[config.mk]
export PLATFORM = sky130hd
export DESIGN_NAME = pipe_ctrl
export DESIGN_NICKNAME = d
export VERILOG_FILES = /design/src/rtl/pipe_ctrl.sv
export SDC_FILE = /design/constraint.sdc
export NUM_CORES = 1
export LEC_CHECK = 0
export CORE_ASPECT_RATIO = 2
export CORE_MARGIN = 2
export CORE_UTILIZATION = 29
export DETAILED_ROUTE_END_ITERATION = 16
export GPL_ROUTABILITY_DRIVEN = 0
export GPL_TIMING_DRIVEN = 0
export HOLD_SLACK_MARGIN = 0.15
export PLACE_DENSITY = 0.8
export SETUP_SLACK_MARGIN = 0.05
export SYNTH_ARGS = -nofsm -noshare
export SYNTH_HDL_FRONTEND = slang
export SYNTH_SLANG_ARGS = --single-unit
[constraint.sdc]
create_clock -name i_clk -period 2.3 [get_ports i_clk]
set_input_delay 0.345 -clock i_clk [delete_from_list [all_inputs] [get_ports i_clk]]
set_output_delay 0.345 -clock i_clk [all_outputs]
set_load 0.005 [all_outputs]
[src/rtl/pipe_ctrl.sv]
// Stage-register write-enable/clear sequencing for the five-stage MIPS32 pipe.
// Optional performance counters are compiled in with PIPE_CTRL_PERF_EN.
module pipe_ctrl #(
  parameter int unsigned MEM_TIMEOUT = 16
) (
  input  logic        i_clk,
  input  logic        i_s_rst_n,
  input  logic [31:0] i_instr_ID,
  input  logic [31:0] i_instr_EX,
  input  logic        i_branch_taken_EX,
  input  logic        i_mem_req,
  input  logic        i_mem_ready,
  output logic        o_we_PC,
  output logic        o_we_ID,
  output logic        o_we_EX,
  output logic        o_we_MemAc,
  output logic        o_we_WrBc,
  output logic        o_flush_ID,
  output logic        o_flush_EX,
  output logic        o_flush_MemAc,
  output logic        o_flush_WrBc,
  output logic [1:0]  o_state,
  output logic        o_mem_err,
  output logic [15:0] o_stall_cnt,
  output logic [15:0] o_flush_cnt
);

  localparam int unsigned WAIT_W = 8;
  localparam int unsigned CNT_W  = 16;
  localparam logic [WAIT_W-1:0] WAIT_LAST = WAIT_W'(MEM_TIMEOUT - 1);

  localparam logic [5:0] OP_RTYPE = 6'b000000;
  localparam logic [5:0] OP_LW    = 6'b100011;
  localparam logic [5:0] OP_SW    = 6'b101011;
  localparam logic [5:0] OP_BEQ   = 6'b000100;
  localparam logic [5:0] OP_BNE   = 6'b000101;

  typedef enum logic [1:0] {
    ST_RUN      = 2'b00,
    ST_MEM_WAIT = 2'b01,
    ST_TIMEOUT  = 2'b10
  } state_e;

  state_e              state_q, state_d;
  logic [WAIT_W-1:0]   wait_cnt_q, wait_cnt_d;
  logic                mem_err_q, mem_err_d;

  logic                mem_wait;
  logic                load_use;
  logic                id_reads_rt;
  logic [5:0]          id_op;
  logic [4:0]          ex_rt;

  // Hazard detection
  always_comb begin
    id_op       = i_instr_ID[31:26];
    ex_rt       = i_instr_EX[20:16];
    mem_wait    = i_mem_req & ~i_mem_ready;
    id_reads_rt = (id_op == OP_RTYPE) || (id_op == OP_SW) ||
                  (id_op == OP_BEQ)   || (id_op == OP_BNE);
    load_use    = (i_instr_EX[31:26] == OP_LW) && (ex_rt != 5'd0) &&
                  ((ex_rt == i_instr_ID[25:21]) ||
                   (id_reads_rt && (ex_rt == i_instr_ID[20:16])));
  end

  // Stage-register controls, priority reset > memory wait > branch > load-use
  always_comb begin
    o_we_PC       = 1'b1;
    o_we_ID       = 1'b1;
    o_we_EX       = 1'b1;
    o_we_MemAc    = 1'b1;
    o_we_WrBc     = 1'b1;
    o_flush_ID    = 1'b0;
    o_flush_EX    = 1'b0;
    o_flush_MemAc = 1'b0;
    o_flush_WrBc  = 1'b0;
    if (!i_s_rst_n) begin
      o_we_PC       = 1'b0;
      o_we_ID       = 1'b0;
      o_we_EX       = 1'b0;
      o_we_MemAc    = 1'b0;
      o_we_WrBc     = 1'b0;
      o_flush_ID    = 1'b1;
      o_flush_EX    = 1'b1;
      o_flush_MemAc = 1'b1;
      o_flush_WrBc  = 1'b1;
    end else if (mem_wait) begin
      o_we_PC    = 1'b0;
      o_we_ID    = 1'b0;
      o_we_EX    = 1'b0;
      o_we_MemAc = 1'b0;
      o_we_WrBc  = 1'b0;
    end else if (i_branch_taken_EX) begin
      o_flush_ID = 1'b1;
      o_flush_EX = 1'b1;
    end else if (load_use) begin
      o_we_PC    = 1'b0;
      o_we_ID    = 1'b0;
      o_flush_EX = 1'b1;
    end
  end

  // Memory-wait FSM; wait_cnt is zero in RUN, so the same compare covers MEM_TIMEOUT=1
  always_comb begin
    state_d    = state_q;
    wait_cnt_d = wait_cnt_q;
    mem_err_d  = mem_err_q;
    case (state_q)
      ST_RUN: begin
        if (mem_wait) begin
          wait_cnt_d = wait_cnt_q + WAIT_W'(1);
          if (wait_cnt_q == WAIT_LAST) begin
            state_d   = ST_TIMEOUT;
            mem_err_d = 1'b1;
          end else begin
            state_d = ST_MEM_WAIT;
          end
        end
      end
      ST_MEM_WAIT: begin
        if (i_mem_ready) begin
          state_d    = ST_RUN;
          wait_cnt_d = '0;
        end else if (wait_cnt_q == WAIT_LAST) begin
          state_d   = ST_TIMEOUT;
          mem_err_d = 1'b1;
        end else begin
          wait_cnt_d = wait_cnt_q + WAIT_W'(1);
        end
      end
      ST_TIMEOUT: begin
        if (i_mem_ready) begin
          state_d    = ST_RUN;
          wait_cnt_d = '0;
        end
      end
      default: begin
        state_d    = ST_RUN;
        wait_cnt_d = '0;
      end
    endcase
  end

  always_ff @(posedge i_clk) begin
    if (!i_s_rst_n) begin
      state_q    <= ST_RUN;
      wait_cnt_q <= '0;
      mem_err_q  <= 1'b0;
    end else begin
      state_q    <= state_d;
      wait_cnt_q <= wait_cnt_d;
      mem_err_q  <= mem_err_d;
    end
  end

  assign o_state   = state_q;
  assign o_mem_err = mem_err_q;

`ifdef PIPE_CTRL_PERF_EN
  logic [CNT_W-1:0] stall_cnt_q, stall_cnt_d;
  logic [CNT_W-1:0] flush_cnt_q, flush_cnt_d;
  logic             flush_apply;

  // Saturating stall and branch-flush counters
  always_comb begin
    flush_apply = i_branch_taken_EX & ~mem_wait;
    stall_cnt_d = stall_cnt_q;
    flush_cnt_d = flush_cnt_q;
    if (!o_we_PC && (stall_cnt_q != {CNT_W{1'b1}})) begin
      stall_cnt_d = stall_cnt_q + CNT_W'(1);
    end
    if (flush_apply && (flush_cnt_q != {CNT_W{1'b1}})) begin
      flush_cnt_d = flush_cnt_q + CNT_W'(1);
    end
  end

  always_ff @(posedge i_clk) begin
    if (!i_s_rst_n) begin
      stall_cnt_q <= '0;
      flush_cnt_q <= '0;
    end else begin
      stall_cnt_q <= stall_cnt_d;
      flush_cnt_q <= flush_cnt_d;
    end
  end

  assign o_stall_cnt = stall_cnt_q;
  assign o_flush_cnt = flush_cnt_q;
`else
  assign o_stall_cnt = CNT_W'(0);
  assign o_flush_cnt = CNT_W'(0);
`endif

endmodule

==> flow_metrics.tcl <==
set metrics [dict create \
    synth.area.top_cells "buf_4 24%, dfxtp_1 20%, xnor2_1 4.7%" \
    grt_max_degree 11 \
    routed-via-count 1153 \
    port_buffers 43 \
    pwr_density_cell_nw_per_um2 339 \
    synthMuxAreaShare_pct 1.35 \
    cts_made_buffers 3 \
    power_switching_uw 156 \
    die-area_um2 4370 \
    p_leak_nw 0.811 \
    drcViolationCount 0 \
    clockPowerShare_pct 32.6 \
    grt_pass1_vias 1049 \
    grt_usage_pct 12.9 \
    viasPerCell 4.33 \
    hold_class "register to register" \
    placementRows 31 \
    pre_cts_ws_ps -566 \
    setup_total_negative_slack_ps 0 \
    initial_core_util_pct 30.4 \
    critPathKind "input pin to output port" \
    path_max_fanout 2 \
    synth_area_um2 1110 \
    relSlewSlack_pct 42.8 \
    dp.cells 262 \
    nets 288 \
    yosysTopAreaCellShare_pct 24.4 \
    period_share_pct 98.0 \
    dpl.hpwl_mm 2.35 \
    fin_ws_ps 46.8 \
    rsz0062_at_grt "yes" \
    first_pass_iters 4 \
    fp.dieW_um 47.7 \
    antenna_found_initial 0 \
    synth_cell_types 41 \
    drt-total-wl_mm 2.79 \
    comb_power_share_pct 34.2 \
    synth_compound_area_share_pct 17.6 \
    layoutNonFillerInstCount 266 \
    seq_area_frac_synth_pct 19.8 \
    overflow 0 \
    yosys.area_share.simple_pct 24.4 \
    drv_cap 0 \
    cts_tree "yes" \
    setup_viol 0 \
    critPathArrivalTime_ps 1910 \
    synthCells 139 \
    fill_cells 382 \
    r2r_slack_ps 440 \
    insertion_delay_ps 240 \
    clock-root-buffer "clkbuf_8" \
    p_sw_share_pct 26.1 \
    start_kind "input pin" \
    synth_top_family_by_area "buffers and inverters" \
    wl_per_cell_um 10.5 \
    p_int_uw 442 \
    drive_gt1_share_pct 25.3 \
    finClkSkew_ps 3.74 \
    grt_first_pass_wirelength_mm 4.21 \
    final_core_util_pct 48.5 \
    clockBufferDepth 2 \
    io_pins 113 \
    h-tree-depth 1 \
    vdd.ir_drop.worst_v 0.000171 \
    synth-adder-area-share_pct 1.13 \
    period_needed_ps 2250 \
    yosysTopAreaCell "buf_4" \
    whs_ps 470 \
    avgSynthCellArea_um2 7.98 \
    areaGrowthSynthToFinish_pct 59.3 \
    hold_viol 0 \
    worstMarginPinSlew_ps 850 \
    yosys_register_bits 11 \
    drt_iter0_drc 11 \
    clock_sinks 11 \
    drtAntennaViolNets 0 \
    diodes 0 \
    core-area_um2 3650 \
    worstSetupEndpointType "output port" \
    synth_warnings 0 \
    synth_xor_area_share_pct 7.89 \
    timing.fmax_mhz 444 \
    clk_pin_slew_ps 50 \
    die_h_um 91.5 \
    required_ps 1960 \
    finalMaxSlewViolations 0 \
    power_frac_seq_pct 33.1 \
    status "finished, final reports clean" \
]
## final timing paths
| kind | start | cells past startpoint | endpoint |
|---|---|---|---|
| worst max-delay path | i_instr_ID[26] | 7 | o_we_PC |
| worst max register to register | wait_cnt_q[0]$_SDFFE_PN0P_ | 6 | wait_cnt_q[7]$_SDFFE_PN0P_ |
| worst min register to register | o_mem_err$_SDFFE_PN0P_ | 1 | o_mem_err$_SDFFE_PN0P_ |
| worst min-delay path | o_mem_err$_SDFFE_PN0P_ | 1 | o_mem_err$_SDFFE_PN0P_ |
## power by group through the flow
| stage | Combinational, mW | Clock [mW] | Sequential, mW |
|---|---|---|---|
| after CTS | 0.202 | 0.198 | 0.198 |
| after floorplan | 0.109 | 0 | 0.202 |
| final | 0.205 | 0.196 | 0.198 |
| after global routing | 0.226 | 0.210 | 0.199 |
| after detailed placement | 0.206 | 0 | 0.202 |
| after global placement | 0.203 | 0 | 0.202 |
## synth_stat cells, drive strengths merged
cell type and n:
nand2b 2, nor3 5, nor4b 2, conb 1, nand2 4, nor4 1, xnor2 6, o22ai 1
buf 38, or3 1, o21ai 3, or4 6, a211oi 1, mux2 1, a31o 1, and3 4
nor2 5, o21a 3, xor2 4, and4 1, nand3b 1, a21bo 1, a2111o 1, nor2b 3
nand3 4, inv 5, a21o 1, nand4 3, a31oi 3, ha 1, o31ai 4, dfxtp 11
or2b 1, o31a 1, a21oi 9
## worst max-delay path, cell delays in order
cell and delay [ps]:
clkbuf_2 80, nor2b_4 110, or4_4 510, a2111o_1 430, a21bo_1 210, buf_6 110
buf_6 100
## routing by layer
| metal | part of all wire [%] | GRT usage, % | routed length (um) | vias up |
|---|---|---|---|---|
| met2 | 57 | 25.4 | 1590 | 68 |
| met5 | 0 | 0 | 0 | - |
| met3 | 8.7 | 1.99 | 243 | 4 |
| met4 | 1.4 | 4.50 | 38 | 0 |
| met1 | 33 | 11.3 | 915 | 498 |
| li1 | - | - | - | 583 |
## cell families after synthesis
logic type	count (synthesis)
AND/OR/NAND/NOR	43
other	1
XOR/XNOR	10
AO/OA/AOI/OAI	29
flip-flops	11
adder cells (fa/ha/maj)	1
multiplexers	1
buffers and inverters	43
## state kept, by name, indices dropped and copies added (netlist names)
register    flops
wait_cnt_q      8
o_state         2
o_mem_err       1
## per-stage QoR
| step | area [um^2] | power, mW |
|---|---|---|
| floorplan | 1230 | 0.310 |
| global placement | 1720 | 0.405 |
| detailed placement | 1720 | 0.408 |
| CTS | 1760 | 0.598 |
| global route | 1770 | 0.634 |
| finish | 1770 | 0.599 |
## layout make-up
cell class / instances / area (um^2) / share of cell area (%)
Timing Repair Buffer: 43 / 412 / 23.3
Tap cell: 49 / 61.3 / 3.47
Sequential cell: 11 / 220 / 12.5
Clock buffer: 4 / 45.0 / 2.55
Multi-Input combinational cell: 116 / 721 / 40.8
Inverter: 5 / 18.8 / 1.06
Buffer: 38 / 290 / 16.4
## timing repair
item | 4_1_cts | 5_1_grt
hold buffers | 0 | 0
buffers inserted | 0 | 0
endpoints found under the setup margin | 5 | 4
pin swaps | 5 | 3
gates resized for setup | 27 | 7
## cells in the final DEF (no fill, tap or decap), types with 2 or more instances in the layout
cell type        instances
clkbuf_2                 2
clkdlybuf4s15_1          3
and3_1                   4
xor2_1                   4
nor2b_1                  2
nand2_1                  4
buf_2                    2
buf_6                    3
clkbuf_8                 3
o21a_1                   3
buf_4                   35
inv_1                    5
nand3_1                  4
nor2_1                   4
nor3_1                   4
o21ai_0                  2
dlygate4sd2_1            6
nand2b_1                 2
or4_1                    5
nand4_1                  3
dfxtp_1                 11
clkdlybuf4s50_1         29
a21oi_1                  7
a31oi_1                  3
a21oi_2                  2
o31ai_1                  4
conb_1                  32
xnor2_1                  6
Power figures use the tool's default switching activity.
